[config.mk]
export PLATFORM = sky130hd
export DESIGN_NAME = i2s_sample_tx
export DESIGN_NICKNAME = d
export VERILOG_FILES = /design/src/rtl/i2s_sample_tx.sv
export SDC_FILE = /design/constraint.sdc
export NUM_CORES = 1
export LEC_CHECK = 0
export CAP_MARGIN = 20
export CORE_AREA = 4 4 123 125
export DETAILED_ROUTE_END_ITERATION = 7
export DIE_AREA = 0 0 127 129
export PLACE_DENSITY = 0.74
export RECOVER_POWER = 25
export SYNTH_ARGS = -nofsm -noshare
export SYNTH_HDL_FRONTEND = slang
export SYNTH_SLANG_ARGS = --single-unit
[constraint.sdc]
create_clock -name inp_clock -period 4.3 [get_ports inp_clock]
set_input_delay 0.43 -clock inp_clock [delete_from_list [all_inputs] [get_ports inp_clock]]
set_output_delay 0.43 -clock inp_clock [all_outputs]
set_load 0.01 [all_outputs]
[src/rtl/i2s_sample_tx.sv]
// i2s_sample_tx: stereo 16-bit I2S transmitter fed through a small sample FIFO.
// A free-running 9-bit divider generates the bit and word clocks. The shift
// register reloads from the FIFO once per 512-cycle frame, and out_data
// changes on sclk falling edges. Because the load happens one bit-slot before
// the left word is shifted out, the standard I2S one-bit delay falls out of the
// timing without any extra state.
module i2s_sample_tx #(
    parameter int FIFO_DEPTH = 4
) (
    input  logic                          inp_clock,
    input  logic                          inp_reset,
    input  logic                          inp_valid,
    input  logic [15:0]                   inp_left,
    input  logic [15:0]                   inp_right,
    output logic                          out_ready,
    output logic [$clog2(FIFO_DEPTH):0]   out_level,
    output logic                          out_underrun,
    output logic                          out_mclk,
    output logic                          out_wclk,
    output logic                          out_sclk,
    output logic                          out_data
);

    localparam int PW = $clog2(FIFO_DEPTH);
    localparam int LW = PW + 1;

    // Divider and serialiser state
    logic [8:0]    tick_reg;
    logic [31:0]   shreg_reg;
    logic [31:0]   shreg_next;
    logic          data_reg;
    logic          underrun_reg;

    // Sample FIFO: {left, right} per entry
    logic [31:0]   fifo_mem [FIFO_DEPTH];
    logic [PW-1:0] wr_ptr_reg;
    logic [PW-1:0] rd_ptr_reg;
    logic [LW-1:0] level_reg;
    logic [LW-1:0] level_next;

    logic          sclk_fall;
    logic          frame_load;
    logic          fifo_empty;
    logic          push;
    logic          pop;
    logic [31:0]   head;

    // The last cycle of each sclk period is its falling edge.
    // The last cycle of the frame is also where the next pair is loaded.
    assign sclk_fall  = (tick_reg[3:0] == 4'hF);
    assign frame_load = (tick_reg == 9'h1FF);
    assign fifo_empty = (level_reg == '0);

    // Ready is held low during reset so nothing enters a FIFO that is being cleared.
    assign out_ready  = !inp_reset && (level_reg != LW'(FIFO_DEPTH));
    assign push       = inp_valid && out_ready;
    assign pop        = frame_load && !fifo_empty;
    assign head       = fifo_mem[rd_ptr_reg];

    assign out_mclk     = inp_clock;
    assign out_sclk     = tick_reg[3];
    assign out_wclk     = tick_reg[8];
    assign out_data     = data_reg;
    assign out_underrun = underrun_reg;
    assign out_level    = level_reg;

    // Free-running divider; wraps naturally from 0x1FF to 0x000.
    always_ff @(posedge inp_clock) begin
        if (inp_reset) begin
            tick_reg <= '0;
        end else begin
            tick_reg <= tick_reg + 9'd1;
        end
    end

    // Next shift-register value: reload at frame end, shift on sclk falls.
    // An empty FIFO loads silence rather than repeating stale audio.
    always_comb begin
        shreg_next = shreg_reg;
        if (frame_load) begin
            shreg_next = fifo_empty ? 32'h0 : head;
        end else if (sclk_fall) begin
            shreg_next = {shreg_reg[30:0], 1'b0};
        end
    end

    // Serial output register, shift register and underrun pulse.
    always_ff @(posedge inp_clock) begin
        if (inp_reset) begin
            shreg_reg    <= '0;
            data_reg     <= 1'b0;
            underrun_reg <= 1'b0;
        end else begin
            shreg_reg    <= shreg_next;
            underrun_reg <= frame_load && fifo_empty;
            if (sclk_fall) begin
                data_reg <= shreg_reg[31];
            end
        end
    end

    // FIFO storage write port; contents need no reset because level gates reads.
    always_ff @(posedge inp_clock) begin
        if (push) begin
            fifo_mem[wr_ptr_reg] <= {inp_left, inp_right};
        end
    end

    // Occupancy update; a simultaneous push and pop leaves it unchanged.
    always_comb begin
        level_next = level_reg;
        case ({push, pop})
            2'b10:   level_next = level_reg + LW'(1);
            2'b01:   level_next = level_reg - LW'(1);
            default: level_next = level_reg;
        endcase
    end

    // FIFO pointers and occupancy; depth is a power of two so pointers wrap freely.
    always_ff @(posedge inp_clock) begin
        if (inp_reset) begin
            wr_ptr_reg <= '0;
            rd_ptr_reg <= '0;
            level_reg  <= '0;
        end else begin
            if (push) begin
                wr_ptr_reg <= wr_ptr_reg + PW'(1);
            end
            if (pop) begin
                rd_ptr_reg <= rd_ptr_reg + PW'(1);
            end
            level_reg <= level_next;
        end
    end

endmodule
## Yosys cells after proc, flatten, opt, wreduce, memory -nomap -nowiden

Memory sizes are Yosys's and may differ from the RTL's. A register that Yosys moved wholly into a read port is not among the register bits.
Index checks and enable logic that the tools add are counted.

| word-level totals | value |
|---|---|
| register bits after elaboration | 50 |
| RAM bits | 128 |
| input port bits | 35 |
| output and inout port bits | 9 |
| word-level logic and storage cells | 35 |
| memories | 1 |

| cells by class | value |
|---|---|
| add/sub/neg operators | 5 |
| equal/unequal tests | 5 |
| muxes and demuxes | 8 |
| reductions and logical operators | 9 |

Memories:

| name | words | width | read ports | clocked after memory_dff | write ports | line | source |
|---|---|---|---|---|---|---|---|
| fifo_mem | 4 | 32 | 1 | 1 | 1 | 35 | `logic [31:0] fifo_mem [FIFO_DEPTH];` |

Operators by type and width:

| kind | count |
|---|---|
| 2-to-1 mux 32 bit | 3 |
| adder 9 x 1 -> 9 bit (second input constant) | 1 |
| == test 9 bit (second input constant) | 1 |
| case mux 3 bit (2 select lines) | 1 |
| adder 2 x 1 -> 2 bit (second input constant) | 2 |
| == test 4 bit (second input constant) | 1 |
| logical AND 1 bit | 4 |
| 2-to-1 mux 2 bit | 2 |
| nonzero test 2 bit | 2 |
| adder 3 x 1 -> 3 bit (second input constant) | 1 |
| zero test 3 bit | 1 |
| inequality test 3 bit (second input constant) | 1 |
| subtractor 3 x 1 -> 3 bit (second input constant) | 1 |
| == test 2 x 1 -> 1 bit (second input constant) | 1 |
| == test 2 bit (second input constant) | 1 |
| zero test 1 bit | 2 |
| 2-to-1 mux 1 bit | 2 |

## Logic depth before layout (Yosys ltp)

Gate-level depths: netlist of run 1.

| logic depth | value |
|---|---|
| depth in word-level cells | 5 |
| mapped depth | 14 |
| gate-level depth less buffers | 11 |

==> metrics.yaml, run 1 <==
synthesis:
  synthCells: 438
  ys.flop_type: "edfxtp_1"
  ys_ff_latch: 180
  synth_edf_count: 128
  synth_area_um2: 6910
  async_reset_ff_frac: 0
  seq_area_frac_synth: 0.707
  synth_warnings: 0
  synth_cell_types: 35
  synthesis.nets: 481
  avgSynthCellArea_um2: 15.8
final_layout:
  stdcell_count: 682
  fin_nets: 532
  fill_cells: 1086
  drive_above_1_share: 0.165
  utilization: 0.586
  area_delta_synth_final_pct: 17.7
  diodes: 0
  multi_input_area_um2: 1860
  largest_reg_flops: 128
  seqCellArea_um2: 4890
die:
  die_area_um2: 16400
  placementRows: 43
  core_um2: 13900
  fp.dieW_um: 127
  ios: 44
  die_h_um: 129
  initial_core_util: 0.498
clock_tree:
  post-cts-setup-buffers: 0
  clkTransAtPathRegs_ns: 0.06
  tritoncts: "built"
  insertion_delay_ns: 0.54
  ctsHoldBuffers: 0
  post_cts_resized: 0
global_route:
  first_global_vias: 4116
  antenna_found_initial: 0
  grt_use_total: 0.178
  grt.overflow.total: 0
  grt_pass1_wl_mm: 21.8
  grt_max_degree: 36
min_path:
  hold_path_class: "reg -> reg"
  hold_start: "tick_reg[0]$_SDFF_PP0_"
power_and_ir_drop:
  seq_power_share: 0.537
  cellInternalPower_mw: 2.84
  p_leak_nw: 2.66
  power.switching_uw: 740
  power.share.clock: 0.427
  p_total_mw: 3.58
  power.density_nw_per_um2: 440
  p_comb_frac: 0.036
  switching_share: 0.207
  peakVddDrop_mv: 0.295
detailed_routing:
  drtIter0Drc: 287
  via_per_inst: 5.64
  vias: 3845
  wl_per_cell_um: 19.7
  dr.pass1.iters: 5
  wl_mm: 13.4
  postRouteAntennaNets: 0
  post-route-drc-count: 0
critical_path:
  end_kind: "primary output"
  startpoint_type: "clock port"
  cp_max_fo: 2
  critical_path_class: "clk -> out"
  timing.rr.start: "tick_reg[0]$_SDFF_PP0_"
  arrival_ns: 2.86
  cp_data_required_time_ns: 3.87
  crit_path_start: "inp_clock"
sta:
  maxSlewHeadroom: 0.284
  finalSetupViolCount: 0
  maxSlewViolCount: 0
  hold_violations: 0
  skew_ns: 0.00745
  layout_setup_ws_ns: 1.01
  rsz0062_at_grt: "no"
  tightestPinTransition_ns: 1.07
  setup_tns_ns: 0
placement:
  place_congestion: 0.733
  pre_cts_slack_ns: 1.24
  placed_cells: 646
  dp_hpwl_mm: 7.73
  io_buffers: 43
run_status:
  status: "completed"
run:
  drv_cap: 0
-- area by class of cell --
type | instances | area share
multi-input cells | 224 | 0.228
well taps | 180 | 0.0277
flip-flops and latches | 180 | 0.601
clock inverters | 12 | 0.0106
clock buffers | 24 | 0.0641
repair buffers | 54 | 0.0652
inverters | 8 | 0.00369
-- stage by stage --
step / cell area [um2] / hold slack, ns
3_5_place_dp: 7510 / 0.464
4_1_cts: 8110 / 0.479
6_report: 8140 / 0.483
3_3_place_gp: 7510 / 0.431
5_1_grt: 8140 / 0.487
2_1_floorplan: 6910 / 0.414
-- per-layer routing --
metal / wire [um] / track usage / vias up
met3: 580 / 0.0428 / 14
met2: 6830 / 0.290 / 107
li1: - / - / 1766
met4: 193 / 0.0801 / 0
met1: 5840 / 0.228 / 1958
met5: 0 / 0 / -
-- path summary, 6_finish.rpt --
| check | to | slack [ns] | cells past startpoint |
|---|---|---|---|
| max | out_mclk | 1.01 | 3 |
| min | tick_reg[0]$_SDFF_PP0_ | 0.48 | 1 |
| max reg2reg | out_level[2]$_SDFFE_PP0P_ | 1.68 | 11 |
| min reg2reg | tick_reg[0]$_SDFF_PP0_ | 0.48 | 1 |
-- placed cells by master (no fill, tap or decap), types with 2 or more instances in the layout --
cell type / synthesis / final
o21ai_0: 34 / 34
buf_4: 1 / 11
clkbuf_1: 14 / 3
mux4_2: 32 / 32
inv_1: 8 / 8
nor2_1: 14 / 14
edfxtp_1: 128 / 128
clkbuf_16: 0 / 20
nand2_1: 35 / 35
xnor2_1: 2 / 2
mux2i_1: 2 / 2
dfxtp_1: 52 / 50
or3_1: 3 / 3
nand3_1: 2 / 2
nor3_1: 2 / 2
o21bai_1: 31 / 31
clkinv_4: 0 / 5
dlygate4sd3_1: 0 / 20
a21oi_1: 36 / 36
and2_1: 4 / 4
clkdlybuf4s50_1: 0 / 23
clkinvlp_4: 0 / 3
clkinv_2: 0 / 4
nor2b_1: 2 / 2
ha_1: 7 / 7
dfxtp_2: 0 / 2
xor2_1: 5 / 5
-- synth_stat cells (2+ instances only) --
cell type / n / share of area
o21ai_0: 34 / 0.025
nor3_1: 2 / 0.0014
dfxtp_1: 52 / 0.15
mux2i_1: 2 / 0.0029
clkbuf_1: 14 / 0.0076
mux4_2: 32 / 0.10
edfxtp_1: 128 / 0.56
o21bai_1: 31 / 0.034
nor2_1: 14 / 0.0076
a21oi_1: 36 / 0.026
inv_1: 8 / 0.0043
ha_1: 7 / 0.013
or3_1: 3 / 0.0027
xnor2_1: 2 / 0.0025
nand3_1: 2 / 0.0014
xor2_1: 5 / 0.0063
buf_2: 7 / 0.0051
buf_6: 4 / 0.0065
and2_1: 4 / 0.0036
nand2_1: 35 / 0.019
nor2b_1: 2 / 0.0018
-- worst max-delay path, stage by stage --
cell and delay, ns:
clkbuf_16 0.12, clkbuf_16 0.13, clkdlybuf4s50_1 0.47
-- power groups by stage --
stage	registers [mW]	logic (mW)	clock network, mW
3_5_place_dp	1.96	0.130	0.0237
4_1_cts	1.92	0.132	1.55
3_3_place_gp	1.96	0.125	0.0237
2_1_floorplan	1.96	0.0551	0.0192
6_report	1.92	0.129	1.53
5_1_grt	1.93	0.141	1.64
-- kinds of logic (layout without fill, tap and decap cells) --
kind of cell | after synthesis | count (layout) | synth area share
compound gates | 106 | 106 | 0.0905
xor+xnor | 7 | 7 | 0.00887
fa+ha+maj | 8 | 8 | 0.0156
buf+inv | 34 | 98 | 0.0246
flops | 180 | 180 | 0.707
mux | 35 | 35 | 0.109
simple gates | 68 | 68 | 0.0449
Note: power is estimated with default switching activity, not from simulation.
==> inputs of run 2 (changes only) <==
PLACE_DENSITY = 0.77   (was 0.74)
clock period = 2.92 ns   (was 4.3 ns; I/O delays follow)
==> metrics.yaml, run 2 (same netlist as run 1, synthesis figures left out) <==
detailed_routing:
  wl_mm: 12.6  # -6.4%
  wl_met3_um: 610  # +5.2%
  via_per_inst: 5.61  # -0.47%
  top_layer_used: "met4"
  wl_per_cell_um: 18.5  # -6.4%
  met1_length_mm: 5.17  # -12%
  dr.pass1.iters: 4  # -1
  vias: 3827  # -0.47%
  drtIter0Drc: 317  # +10%
  postRouteAntennaNets: 0  # unchanged
  wl_met2_mm: 6.53  # -4.4%
  post-route-drc-count: 0  # unchanged
die:
  die_h_um: 129  # unchanged
  core_um2: 13900  # unchanged
  placementRows: 43  # unchanged
  initial_core_util: 0.498  # unchanged
  die_area_um2: 16400  # unchanged
  fp.dieW_um: 127  # unchanged
  ios: 44  # unchanged
sta:
  max_freq_mhz: 405
  setup_tns_ns: 0  # unchanged
  skew_ns: 0.00686  # -0.000585 ns
  rsz0062_at_grt: "no"
  tightestPinTransition_ns: 0.847  # -0.227 ns
  maxSlewViolCount: 0  # unchanged
  finalSetupViolCount: 0  # unchanged
  maxSlewHeadroom: 0.435  # +0.151
  fin_crit_ns: 2.47
  hold_violations: 0  # unchanged
  period_share: 0.845
placement:
  dpl-instance-area_um2: 7560  # +0.60%
  dp_hpwl_mm: 7.17  # -7.2%
  io_buffers: 43  # unchanged
  place_congestion: 0.739  # +0.83%
critical_path:
  cpPeakStageDelay_ns: 0.37  # -0.10 ns
  arrival_ns: 2.93  # +0.07 ns
  slowest_stage: "dfxtp_2"
  path_buf_inv: 1  # -2
  path_delay_family: "adder cells"
  cp_max_fo: 4  # +2
  cp_cell_sequence: "ha_4, nand3_4, nor3_1, ha_2, o31a_1, ha_1, inv_1, fa_1, xor2_1, or3_1, a21oi_1"
  startpoint_type: "flop"
  critical_path_class: "reg -> reg"
  end_kind: "flop"
  cp_data_required_time_ns: 3.38  # -0.49 ns
run:
  drv_cap: 0  # unchanged
final_layout:
  drive_above_1_share: 0.171  # +0.00598
  final_common_cell: "edfxtp_1"
  final_area_um2: 8250  # +1.4%
  fill_cells: 1047  # -3.6%
  largest_reg_flops: 128  # unchanged
  layout_common_cells: "edfxtp_1, dfxtp_1, a21oi_1"
  area_delta_synth_final_pct: 19.4
  utilization: 0.595  # +0.00829
  diodes: 0  # unchanged
  fin_nets: 532  # unchanged
power_and_ir_drop:
  power.share.clock: 0.464  # +0.037
  power.density_nw_per_um2: 681  # +55%
  peakVddDrop_mv: 0.356  # +21%
  cellInternalPower_mw: 4.59  # +62%
  seq_power_share: 0.504  # -0.033
  power.switching_mw: 1.03  # +39%
  p_comb_frac: 0.032  # -0.004
  switching_share: 0.183  # -0.0234
  p_leak_nw: 2.71  # +2.0%
clock_tree:
  clkTransAtPathRegs_ns: 0.06  # about the same
  post-cts-setup-buffers: 0  # unchanged
  post_cts_resized: 0  # unchanged
  insertion_delay_ns: 0.53  # about the same
  ctsHoldBuffers: 0  # unchanged
  tritoncts: "built"
global_route:
  grt.overflow.total: 0  # unchanged
  antenna_found_initial: 0  # unchanged
  grt_use_total: 0.168  # -0.00965
  grt_max_degree: 36  # unchanged
  first_global_vias: 4083  # -0.80%
  grt_pass1_wl_mm: 20.8  # -4.3%
run_status:
  status: "completed"
min_path:
  hold_path_class: "in -> reg"
run 2: cell count changes in the layout (fill, tap and decap cells not counted), moves of 2 or more:
cell        before  now
bufinv_16        0    5
clkinv_4         5    0
clkinvlp_4       3    0
clkinv_1         0    2
clkinv_2         4    6
dfxtp_1         50   48
dfxtp_2          2    4
ha_1             7    5
run 2: power by group through the flow:
stage / Sequential [mW] / Clock, mW / Combinational [mW]
global route: 2.84 / 2.77 / 0.197
floorplan: 2.88 / 0.0282 / 0.0825
CTS: 2.83 / 2.65 / 0.190
detailed placement: 2.89 / 0.0348 / 0.189
global placement: 2.88 / 0.0348 / 0.182
finish: 2.83 / 2.61 / 0.180
run 2: layer usage:
metal  vias up  track usage
li1       1768            -
met1      1938        0.208
met2       104        0.275
met3        17       0.0428
met4         0       0.0864
met5         -            0
run 2: area by class of cell:
cell class,count,area (um2),area share
inverters,8,30.0,0.00364
multi-input cells,224,1880,0.228
flip-flops and latches,180,4890,0.592
repair buffers,54,523,0.0634
clock buffers,23,518,0.0628
clock inverters,13,188,0.0227
well taps,180,225,0.0273
run 2: final timing paths:
kind	from	to	slack, ns	cells after the start
min reg2reg	tick_reg[0]$_SDFF_PP0_	tick_reg[0]$_SDFF_PP0_	0.46	1
max	tick_reg[0]$_SDFF_PP0_	out_level[2]$_SDFFE_PP0P_	0.45	11
min	inp_right[6]	fifo_mem[0][6]$_DFFE_PP_	0.40	1
max reg2reg	tick_reg[0]$_SDFF_PP0_	out_level[2]$_SDFFE_PP0P_	0.45	11
run 2: metrics by stage:
| stage | power [mW] | hold WS (ns) | cells | setup WS [ns] |
|---|---|---|---|---|
| 2_1_floorplan | 2.99 | 0.384 | 438 | 0.0192 |
| 3_3_place_gp | 3.10 | 0.432 | 647 | 0.529 |
| 3_5_place_dp | 3.11 | 0.456 | 647 | 0.469 |
| 4_1_cts | 5.67 | 0.375 | 682 | 0.445 |
| 5_1_grt | 5.80 | 0.427 | 682 | 0.301 |
| 6_report | 5.62 | 0.402 | 682 | 0.451 |
==> inputs of run 3 (changes only) <==
clock period = 2.1 ns   (was 2.92 ns; I/O delays follow)
==> metrics.yaml, run 3 (same netlist as run 1, synthesis figures left out) <==
placement:
  place_congestion: 0.735  # -0.65%
  dp_hpwl_mm: 7.53  # +5.0%
  placed_cells: 667  # +3.1%
  io_buffers: 43  # unchanged
  pre_cts_slack_ns: -0.160  # -0.629 ns
  dpl-instance-area_um2: 7790  # +3.1%
critical_path:
  crit_top_cell: "ha_4"
  cp_data_required_time_ns: 2.58  # -0.80 ns
  cp_max_fo: 2  # -2
  end_kind: "flop"
  slowest_stage: "dfxtp_2"
  arrival_ns: 2.81  # -0.12 ns
  critical_path_class: "reg -> reg"
  cpPeakStageDelay_ns: 0.36  # about the same
  startpoint_type: "flop"
  cp_cell_sequence: "ha_4, nand3_4, nor3_4, ha_2, o31a_1, ha_4, inv_2, fa_2, xor2_1, or3_1, a21oi_2"
min_path:
  hold_path_class: "in -> reg"
final_layout:
  utilization: 0.608  # +0.0131
  fin_nets: 554  # +4.1%
  layout_common_cells: "edfxtp_1, dfxtp_1, nand2_1"
  largest_reg_flops: 128  # unchanged
  stdcell_count: 704  # +3.2%
  drive_above_1_share: 0.233  # +0.0615
  diodes: 0  # unchanged
  multi_input_area_um2: 1920  # +2.2%
  fill_cells: 1027  # -1.9%
  final_area_um2: 8430  # +2.2%
  seqCellArea_um2: 4890  # unchanged
  area_delta_synth_final_pct: 22.0
  final_common_cell: "edfxtp_1"
sta:
  tightestPinTransition_ns: 0.416  # -0.431 ns
  fin_crit_ns: 2.33  # -0.143 ns
  maxSlewHeadroom: 0.719  # +0.284
  setup_tns_ns: -0.262  # -0.262 ns
  holdWs_ns: 0.311  # -0.0904 ns
  max_freq_mhz: 430  # +6.2%
  rsz0062_at_grt: "yes"
  hold_violations: 0  # unchanged
  finalSetupViolCount: 2  # +2
  skew_ns: 0.00701  # +0.000147 ns
  period_share: 1.11  # +0.262
  maxSlewViolCount: 0  # unchanged
  layout_setup_ws_ns: -0.225  # -0.677 ns
die:
  die_h_um: 129  # unchanged
  fp.dieW_um: 127  # unchanged
  die_area_um2: 16400  # unchanged
  placementRows: 43  # unchanged
  core_um2: 13900  # unchanged
  initial_core_util: 0.498  # unchanged
  ios: 44  # unchanged
global_route:
  grt_use_total: 0.169  # +0.00144
  grt_pass1_wl_mm: 20.9  # +0.46%
  grt_max_degree: 36  # unchanged
  first_global_vias: 4175  # +2.3%
  antenna_found_initial: 0  # unchanged
  grt.overflow.total: 0  # unchanged
run_status:
  violations: "negative setup slack"
  status: "finished, violations left"
power_and_ir_drop:
  peakVddDrop_mv: 0.697  # +96%
  power.density_nw_per_um2: 877  # +29%
  p_leak_nw: 2.80  # +3.5%
  p_total_mw: 7.40  # +32%
detailed_routing:
  postRouteAntennaNets: 0  # unchanged
  vias: 3867  # +1.0%
  post-route-drc-count: 0  # unchanged
  via_per_inst: 5.49  # -2.1%
  wl_per_cell_um: 18.2  # -1.5%
  drtIter0Drc: 282  # -11%
  wl_mm: 12.8  # +1.7%
  dr.pass1.iters: 4  # unchanged
clock_tree:
  tritoncts: "built"
  insertion_delay_ns: 0.54  # about the same
  clkTransAtPathRegs_ns: 0.07  # about the same
  ctsHoldBuffers: 0  # unchanged
run:
  drv_cap: 0  # unchanged
[run 3: cell count changes in the layout (fill, tap and decap cells not counted), moves of 3 or more]
cell        previous run  this run
bufinv_16              5         0
and2_1                 4         0
buf_4                 11        28
buf_12                 1         6
clkinvlp_4             0         5
inv_6                  0         3
and2_2                 0         4
[run 3: worst paths after layout]
path                               end  cells after the start                        from  slack, ns
max          out_level[2]$_SDFFE_PP0P_                     11      tick_reg[1]$_SDFF_PP0_      -0.23
min          fifo_mem[0][29]$_DFFE_PP_                      1                inp_left[13]       0.31
max reg2reg  out_level[2]$_SDFFE_PP0P_                     11      tick_reg[1]$_SDFF_PP0_      -0.23
min reg2reg      out_data$_SDFFE_PP0P_                      2  shreg_reg[31]$_SDFFE_PP0P_       0.50
[run 3: where the power goes]
group / leakage (nW) / switching (mW) / total (mW) / internal, mW
clock network: 0.292 / 1.39 / 3.18 / 1.80
logic: 0.927 / 0.146 / 0.292 / 0.146
registers: 1.58 / 0.0268 / 3.93 / 3.90
total: 2.80 / 1.56 / 7.40 / 5.84
[run 3: critical path, delay by kind of cell (launching register included)]
kind / cells / cell delay (ns)
fa+ha+maj: 4 / 0.85
simple gates: 3 / 0.52
flops: 1 / 0.36
compound gates: 2 / 0.33
buf+inv: 1 / 0.04
xor+xnor: 1 / 0.17
[run 3: area by class of cell]
| class | instances | share of cell area |
|---|---|---|
| Multi-Input combinational cell | 224 | 0.228 |
| Inverter | 8 | 0.00356 |
| Sequential cell | 180 | 0.580 |
| Timing Repair Buffer | 76 | 0.0890 |
| Clock buffer | 22 | 0.0610 |
| Clock inverter | 14 | 0.0123 |
| Tap cell | 180 | 0.0267 |
[run 3: what timing repair did]
item / in CTS / in global routing
resized for setup: 0 / 4
setup endpoints to repair: 2 / 19
pin swaps: 2 / 1
buffers inserted: 1 / 2
[run 3: routing by layer]
layer | up-vias | share of wire | wire, um | track usage
li1 | 1810 | - | - | -
met1 | 1969 | 0.42 | 5320 | 0.198
met2 | 66 | 0.52 | 6710 | 0.288
met3 | 22 | 0.040 | 517 | 0.0502
met4 | 0 | 0.019 | 247 | 0.0808
met5 | - | 0 | 0 | 0
